**config.mk**
```make
export PLATFORM = sky130hd
export DESIGN_NAME = tdm_demux4
export DESIGN_NICKNAME = d
export VERILOG_FILES = /design/src/rtl/tdm_demux4.sv
export SDC_FILE = /design/constraint.sdc
export NUM_CORES = 1
export LEC_CHECK = 0
export ABC_AREA = 0
export BUFFER_PORTS_ARGS = -buffer_cell sky130_fd_sc_hd__buf_4
export CORE_ASPECT_RATIO = 1.25
export CORE_MARGIN = 4
export CORE_UTILIZATION = 57
export DETAILED_ROUTE_END_ITERATION = 8
export PLACE_DENSITY = 0.78
export REMOVE_ABC_BUFFERS = 1
export SLEW_MARGIN = 20
export SYNTH_ARGS = -nofsm -noshare
export SYNTH_HDL_FRONTEND = slang
export SYNTH_SLANG_ARGS = --single-unit
```
**constraint.sdc**
```tcl
create_clock -name clk -period 3.1 [get_ports clk]
set_clock_uncertainty 0.05 [all_clocks]
set_input_delay 0.155 -clock clk [delete_from_list [all_inputs] [get_ports clk]]
set_output_delay 0.155 -clock clk [all_outputs]
set_load 0.02 [all_outputs]
```
**src/rtl/tdm_demux4.sv**
```systemverilog
// Four-channel TDM receiver: rebuilds WIDTH-bit channel words from a sync-framed
// serial stream, with hunt/lock alignment, flywheel tolerance and sync error flags.
module tdm_demux4 #(
    parameter int WIDTH    = 8,
    parameter int MISS_MAX = 2
) (
    input  logic             clk,
    input  logic             reset_n,
    input  logic             en,
    input  logic             din,
    input  logic             sync,
    output logic [WIDTH-1:0] ch0,
    output logic [WIDTH-1:0] ch1,
    output logic [WIDTH-1:0] ch2,
    output logic [WIDTH-1:0] ch3,
    output logic             frame_valid,
    output logic             locked,
    output logic             sync_err
);

    localparam int FRAME = 4 * WIDTH;
    localparam int PW    = $clog2(FRAME);

    typedef enum logic {HUNT, LOCKED} state_t;

    state_t                  state, state_nx;
    logic [PW-1:0]           p, p_nx;
    logic [2:0]              miss, miss_nx;
    logic [3:0][WIDTH-1:0]   sh, sh_nx;
    logic                    done, done_nx;
    logic                    err_nx;
    logic                    accept, restart;
    logic [1:0]              slot, acc_slot;

    assign slot   = 2'(p / PW'(WIDTH));
    assign locked = (state == LOCKED);

    // NOTE: every always_comb output gets a default first so no path can infer a latch.
    always_comb begin
        state_nx = state;
        p_nx     = p;
        miss_nx  = miss;
        sh_nx    = sh;
        done_nx  = 1'b0;
        err_nx   = 1'b0;
        accept   = 1'b0;
        restart  = 1'b0;
        acc_slot = slot;

        if (en) begin
            case (state)
                HUNT: begin
                    if (sync) begin
                        accept   = 1'b1;
                        restart  = 1'b1;
                        acc_slot = 2'd0;
                        state_nx = LOCKED;
                        miss_nx  = 3'd0;
                    end
                end
                LOCKED: begin
                    if (p == '0) begin
                        if (sync) begin
                            accept  = 1'b1;
                            miss_nx = 3'd0;
                        end else if ((miss + 3'd1) == 3'(MISS_MAX)) begin
                            err_nx   = 1'b1;
                            state_nx = HUNT;
                            miss_nx  = 3'd0;
                        end else begin
                            // Flywheel: keep the frame going on the expected timing.
                            err_nx  = 1'b1;
                            accept  = 1'b1;
                            miss_nx = miss + 3'd1;
                        end
                    end else if (sync) begin
                        err_nx   = 1'b1;
                        accept   = 1'b1;
                        restart  = 1'b1;
                        acc_slot = 2'd0;
                        sh_nx    = '0;
                    end else begin
                        accept = 1'b1;
                    end
                end
                default: state_nx = HUNT;
            endcase

            if (accept) begin
                sh_nx[acc_slot] = {sh_nx[acc_slot][WIDTH-2:0], din};
                if (restart) begin
                    p_nx = PW'(1);
                end else if (p == PW'(FRAME - 1)) begin
                    p_nx    = '0;
                    done_nx = 1'b1;
                end else begin
                    p_nx = p + PW'(1);
                end
            end
        end
    end

    // NOTE: sequential state uses non-blocking assignments so all registers update together.
    always_ff @(posedge clk or negedge reset_n) begin
        if (!reset_n) begin
            state       <= HUNT;
            p           <= '0;
            miss        <= 3'd0;
            sh          <= '0;
            done        <= 1'b0;
            sync_err    <= 1'b0;
            frame_valid <= 1'b0;
            ch0         <= '0;
            ch1         <= '0;
            ch2         <= '0;
            ch3         <= '0;
        end else begin
            state    <= state_nx;
            p        <= p_nx;
            miss     <= miss_nx;
            sh       <= sh_nx;
            done     <= done_nx;
            sync_err <= err_nx;
            // The completed frame is published one edge later regardless of en,
            // so the strobe timing does not depend on the sample rate.
            frame_valid <= done;
            if (done) begin
                ch0 <= sh[0];
                ch1 <= sh[1];
                ch2 <= sh[2];
                ch3 <= sh[3];
            end
        end
    end

endmodule
```
# Word-level counts from Yosys, hierarchy flattened

Index checks and enable logic that the tools add are counted.

Register bits after elaboration: 76
Bits of input ports: 5
Output and inout port bits: 35
Word-level logic and storage cells: 65

Add/subtract/negate cells: 2
$lt $le $gt $ge: 2
Equality and inequality tests: 4
Muxes and demuxes: 38
Bitwise logic cells: 1
Reduce and logical (&&, ||, !) cells: 4

Operators with widths:

| kind                                                                                | count |
|---|---|
| 32-bit 2-to-1 mux                                                                   | 5 |
| 32-bit bitwise mux                                                                  | 1 |
| 8-bit binary-select mux with 2-bit select                                           | 1 |
| 8-bit demux with 2-bit select                                                       | 1 |
| 1-bit 2-to-1 mux                                                                    | 15 |
| 3-bit 2-to-1 mux                                                                    | 4 |
| 5-bit 2-to-1 mux                                                                    | 2 |
| 8-bit 2-to-1 mux                                                                    | 1 |
| 7-bit 2-to-1 mux                                                                    | 1 |
| 2-bit 2-to-1 mux                                                                    | 3 |
| 3-bit one-hot mux with 2 select lines                                               | 1 |
| 5-bit by 1-bit adder with 5-bit output, second input constant                       | 1 |
| 5-bit equality test, second input constant                                          | 1 |
| 5-bit logical NOT                                                                   | 1 |
| 1-bit one-hot mux with 2 select lines                                               | 2 |
| 2-bit one-hot mux with 2 select lines                                               | 1 |
| 3-bit by 1-bit adder with 3-bit output, second input constant                       | 1 |
| 3-bit by 2-bit equality test with 1-bit output, second input constant               | 1 |
| 2-bit by 3-bit less-than comparator with 1-bit output, second input constant        | 1 |
| 3-bit AND reduction                                                                 | 1 |
| 2-bit by 1-bit greater-or-equal comparator with 1-bit output, second input constant | 1 |
| 2-bit by 1-bit != test with 1-bit output, second input constant                     | 1 |
| 2-bit != test, second input constant                                                | 1 |
| 2-bit AND reduction                                                                 | 1 |
| 2 further kinds                                                                     | 2 |

# Longest topological paths before layout

Gate-level depths: netlist of the first run.

Word-level depth: 10
Gate-level depth with buffers: 8
Gate-level depth less buffers: 8

# Worst setup path before layout of the first run

OpenSTA, ideal clock, no wires.

Kind: register -> register
Start point: register p[0]
End point: register p[2]
Setup time: 0.082 ns
Arrival: 2.245 ns
Data required time: 2.968 ns
Path slack: 0.723 ns
Stages on the path, launching flop included: 9
Buffers on the path: 0
Clock period less this slack: 2.377 ns
Path through: dfrtp_1 > inv_1 > ha_1 > nor4b_4 > inv_1 > ha_1 > a21boi_0 > or3b_2 > a31oi_1

Cells in the longest elaborated chain, start to end: 5
Elaborated cells on any way between the ends: 12
Classes of those cells: 1 x add/sub; 1 x eq/ne; 8 x mux; 2 x reduce/logical

RTL lines:

| item                                                                           | line | text |
|---|---|---|
| start, declared                                                                | 27   | `logic [PW-1:0] p, p_nx;` |
| start signal, assigned                                                         | 119  | `p <= p_nx;` |
| branches (longest 5 deep; another with 5-bit by 1-bit adder with 5-bit output) | n/a  |  |

Several ways; the timed one is not identified. The select of a mux whose other input is x is not followed.
A chain may end at the register's enable or synchronous reset.

# Final worst setup path of the first run

Same ends and word-level chain as after synthesis.

==> qor.yml, run 1 <==
routedWlPerCell_um: 18.0
cts_sinks: 76
drv_cap: 0
timing.hold.worst_endpoint: "sync_err"
yosys_warnings: 0
r2r-start: "p[0]"
worstPathArrival_ps: 2750
numCtsBuffers: 9
rr_worst_depth: 9
final_hold_viol_count: 0
tns_ps: 0
drt_iter0_markers: 208
yosysTopAreaCellShare_pct: 56.5
crit_start: "p[0]"
ys_async_sr_fraction_pct: 100
clk_latency_ps: 350
cp-start-kind: "register"
stdcell_count: 375
finalPower_mw: 2.56
synthCells: 263
setup_viol: 0
whs_ps: 71.9
cts-resized-gates: 0
die_h_um: 93.9
overflow: 0
worst_setup_path_end_kind: "register"
crit_required_ps: 3320
rr_endpoint: "p[2]"
synth_area_leaders: "dfrtp_1 56%, mux2_2 11%, o2bb2ai_1 6.2%, mux2i_1 5.1%, ha_1 2.2%"
hp-start: "en"
vias: 2305
status: "completed"
dieArea_mm2: 0.00721
whs_path_depth: 3
worstPathMaxFanout: 7
rsz0062_at_grt: "false"
place_ws_ps: 605
die_w_um: 76.7
grt_pass1_wl_mm: 11.3
final.setup.worst_slack_ps: 566
cts-root-buf: "clkbuf_8"
grt_pass1_vias: 2306
viasPerCell: 6.15
cts_hold_buf: 2
postCtsSetupBuffers: 0
grt_max_degree: 77
initial_core_util_pct: 58.3
cts_max_path_buffers: 2
slew_violations: 0
netlist_area_mm2: 0.00337
place_congestion: 0.796
ys_seq_elements: 76
drive_gt1_share_pct: 31.7
yosys_most_used_dff: "dfrtp_1"
relSlewSlack_pct: 39.5
first_pass_iters: 4
cts_tree: "done"
synth_edf_count: 0
hpwl_mm: 4.44
clkSlewWorstSetupHoldPaths_ps: 80
fin_crit_ps: 2530
port_buffers: 39
io_pins: 40
max_clock_freq_ghz: 0.395
p_per_area_mw_per_mm2: 654
synth_top_cell_by_area: "dfrtp_1"
critPathKind: "reg2reg"
multi_input_area_mm2: 0.00135
synth_cell_types: 40
nets: 316
p_leak_nw: 1.88
num_antenna_cells: 0
coreArea_mm2: 0.00578
num_rows: 31
antenna_found_initial: 0
tightestPinTransition_ps: 908
drt-total-wl_mm: 6.74
post-route-period-util_pct: 81.7
reg2reg_slack_ps: 570
syn2layout_area_growth_pct: 16.4
grt.total_usage_pct: 20.0
ant_nets: 0
htreeDepth: 3
min_path_type: "in2reg"
fill_cells: 422
synth-seq-area-share_pct: 56.5
place_inst: 358
vdd_drop_max_v: 0.000343
register_area_mm2: 0.00190
drc: 0
avgSynthCellArea_um2: 12.8
[critical path, cell delays in order, from the launching register on]
cell	delay (ps)
dfrtp_1	430
inv_1	90
ha_1	170
nor4b_4	310
inv_1	200
ha_1	240
a21boi_0	180
buf_4	160
or3b_2	450
a31oi_1	180
[through the flow]
stage | area (um2) | utilization [%]
after floorplan | 3300 | -
after global placement | 3710 | 64.2
after detailed placement | 3710 | 64.2
after CTS | 3920 | 67.8
after global routing | 3920 | 67.8
final | 3920 | 67.8
[state kept, by name, summed over array words and instances (netlist names)]
| register | count |
|---|---|
| miss | 3 |
| ch1 | 8 |
| sync_err | 1 |
| frame_valid | 1 |
| ch0 | 8 |
| ch3 | 8 |
| p | 5 |
| done | 1 |
| sh | 32 |
| locked | 1 |
| ch2 | 8 |
[per-layer routing]
layer  up-vias  GRT usage (%)  part of all wire, %
li1       1063              -                    -
met5         -              0                    0
met3        16           4.13                  5.8
met2        88           31.7                   48
met1      1138           26.6                   44
met4         0           9.37                  2.4
[layout make-up]
cell class,instances,area share [%]
Sequential cell,76,48.5
Clock buffer,9,3.16
Multi-Input combinational cell,158,34.3
Clock inverter,6,1.66
Inverter,15,1.44
Tap cell,66,2.11
Timing Repair Buffer,45,8.75
[where the power goes]
| part | total (mW) | switching, mW | internal (mW) |
|---|---|---|---|
| clock | 0.732 | 0.363 | 0.368 |
| combinational | 0.595 | 0.354 | 0.241 |
| sequential | 1.23 | 0.124 | 1.11 |
| total | 2.56 | 0.842 | 1.72 |
[worst max-delay path by stage]
stage / endpoint / slack [ps] / cells after the start
after detailed placement: p[2] / 610 / 9
after global routing: p[2] / 420 / 9
after floorplan: p[2] / 590 / 6
after global placement: p[2] / 710 / 9
final: p[2] / 570 / 9
after CTS: p[2] / 590 / 9
[cells in the final DEF, fill, tap and decap left out, types with 5 or more instances in the layout]
cell type  instances
a211oi_1           7
inv_1             15
mux2_2            33
nand2_1            8
dfrtp_1           76
ha_1               6
clkbuf_8           9
a31oi_1           11
nor2_1             7
nand3_1            5
o2bb2ai_1         24
mux2i_1           17
a21oi_1           10
buf_4             43
[synth_stat cells (2+ instances only)]
cell type,n
and3_1,2
and2_1,2
clkbuf_1,5
buf_1,5
a21oi_1,10
nand3_1,5
buf_2,3
a22o_1,2
inv_1,15
nor2_1,7
mux2i_1,17
dfrtp_1,76
a211oi_1,7
nand2_1,8
o21ai_0,2
o2bb2ai_1,24
nand2b_1,2
mux2_2,33
ha_1,6
a31oi_1,11
nor3_1,2
[cell families (layout without fill, tap and decap cells)]
logic type / count (synthesis) / count (layout) / share of synthesized area (%)
AO/OA/AOI/OAI: 66 / 66 / 15.2
XOR/XNOR: 1 / 1 / 0.260
adder cells (fa/ha/maj): 6 / 6 / 2.23
buffers and inverters: 29 / 75 / 3.57
flip-flops: 76 / 76 / 56.5
multiplexers: 51 / 51 / 16.5
AND/OR/NAND/NOR: 34 / 34 / 5.76
Power figures use the tool's default switching activity.
==> run 2: changes to the inputs <==
Clock period 3.1 ns to 2.4 ns, I/O delays scaled along.
==> run 2 against run 1 <==
Critical path depth fell by 1; hold slack got worse by 57 ps; sequential share of layout area down 0.72 points; critical path type unchanged; first-iteration DRC count decreased by 6.7%.
==> qor.yml, run 2 (synthesized netlist as in run 1, its figures left out) <==
fill_cells: 422
dieArea_mm2: 0.00721
syn2layout_area_growth_pct: 18.1
first_pass_iters: 4
relSlewSlack_pct: 37.8
reg2reg_slack_ps: 230
viasPerCell: 6.04
hp-start: "en"
clkSlewWorstSetupHoldPaths_ps: 70
layout_commonest_cell: "dfrtp_1"
setup_viol: 0
num_antenna_cells: 0
place_ws_ps: 225
num_rows: 31
initial_core_util_pct: 58.3
crit_required_ps: 2620
die_h_um: 93.9
cts_tree: "done"
vdd_drop_max_v: 0.000575
vias: 2284
drc: 0
worstPathMaxFanout: 6
status: "completed"
numCtsBuffers: 9
p_per_area_mw_per_mm2: 866
overflow: 0
grt.total_usage_pct: 21.1
ant_nets: 0
multi_input_area_mm2: 0.00135
worst_setup_path_end_kind: "register"
grt_max_degree: 77
drv_cap: 0
worstPathCellList: "inv_1 -> ha_1 -> nor4b_4 -> inv_1 -> ha_1 -> a21boi_0 -> or3b_2 -> a31oi_1"
largest_reg_flops: 32
rr_worst_depth: 8
finalPower_mw: 3.44
grt_pass1_vias: 2373
grt_pass1_wl_mm: 11.8
drt-total-wl_mm: 6.88
fin_crit_ps: 2170
whs_path_depth: 3
cts_hold_buf: 2
cp_num_buf_inv: 2
postCtsSetupBuffers: 0
antenna_found_initial: 0
min_path_type: "in2reg"
max_clock_freq_ghz: 0.461
r2r-start: "p[0]"
post-route-period-util_pct: 90.3
drive_gt1_share_pct: 32.4
clk_latency_ps: 350
drt_iter0_markers: 194
io_pins: 40
place_congestion: 0.813
layout_common_cells: "76 x dfrtp_1, 45 x buf_4, 33 x mux2_2, 24 x o2bb2ai_1, 17 x mux2i_1"
cts-root-buf: "clkbuf_8"
critPathKind: "reg2reg"
p_leak_nw: 1.91
hpwl_mm: 4.53
whs_ps: 15.3
port_buffers: 39
crit_slowest_cell: "or3b_2"
cts_sinks: 76
die_w_um: 76.7
routedWlPerCell_um: 18.2
max_flop_register: "sh"
register_area_mm2: 0.00190
timing.hold.worst_endpoint: "sync_err"
slew_violations: 0
rsz0062_at_grt: "false"
final_hold_viol_count: 0
tightestPinTransition_ps: 932
final.setup.worst_slack_ps: 233
htreeDepth: 3
worstPathArrival_ps: 2390
cpPeakStageDelay_ps: 460
cp-start-kind: "register"
rr_endpoint: "p[2]"
crit_start: "p[0]"
nets: 319
cts_max_path_buffers: 2
tns_ps: 0
cp_top_family: "simple AND/OR/NAND/NOR gates"
coreArea_mm2: 0.00578
cts-resized-gates: 0
run 2: cell count changes in the layout (fill, tap and decap cells not counted), sizes merged:
cell	change
clkinvlp	+1
bufinv	+1
clkinv	-2
buf	+3
run 2: routing by layer:
metal | up-vias | track usage, % | part of all wire (%)
li1 | 1060 | - | -
met1 | 1143 | 26.8 | 45
met2 | 63 | 32.7 | 48
met3 | 18 | 5.85 | 4.7
met4 | 0 | 11.3 | 2.8
met5 | - | 0 | 0
run 2: layout make-up:
type                            instances  share of cell area (%)
Clock inverter                          6                    2.23
Tap cell                               66                    2.08
Multi-Input combinational cell        158                    33.8
Timing Repair Buffer                   48                    9.50
Sequential cell                        76                    47.8
Inverter                               15                    1.42
Clock buffer                            9                    3.12
run 2: report_power, final:
group	leakage, nW	switching, mW	internal (mW)
clock	0.102	0.469	0.581
sequential	1.04	0.159	1.43
combinational	0.764	0.467	0.334
run 2: worst max-delay path by stage:
stage                 to  slack, ps  cells after the start
detailed placement  p[2]        230                      8
CTS                 p[2]        240                      8
global route        p[2]         80                      8
floorplan           p[2]       -110                      6
finish              p[2]        230                      8
global placement    p[2]        340                      8
run 2: metrics by stage:
step | utilization, % | area, um2 | std cells
finish | 68.8 | 3980 | 378
global route | 68.8 | 3980 | 378
CTS | 68.8 | 3980 | 378
detailed placement | 64.8 | 3740 | 361
global placement | 64.8 | 3740 | 361
floorplan | - | 3300 | 249
run 2: worst register-to-register path, delay by kind of cell (launching register included):
family	cells	cell delay [ps]
buffers and inverters	2	170
AO/OA/AOI/OAI	2	380
adder cells (fa/ha/maj)	2	380
flip-flops	1	430
AND/OR/NAND/NOR	2	680
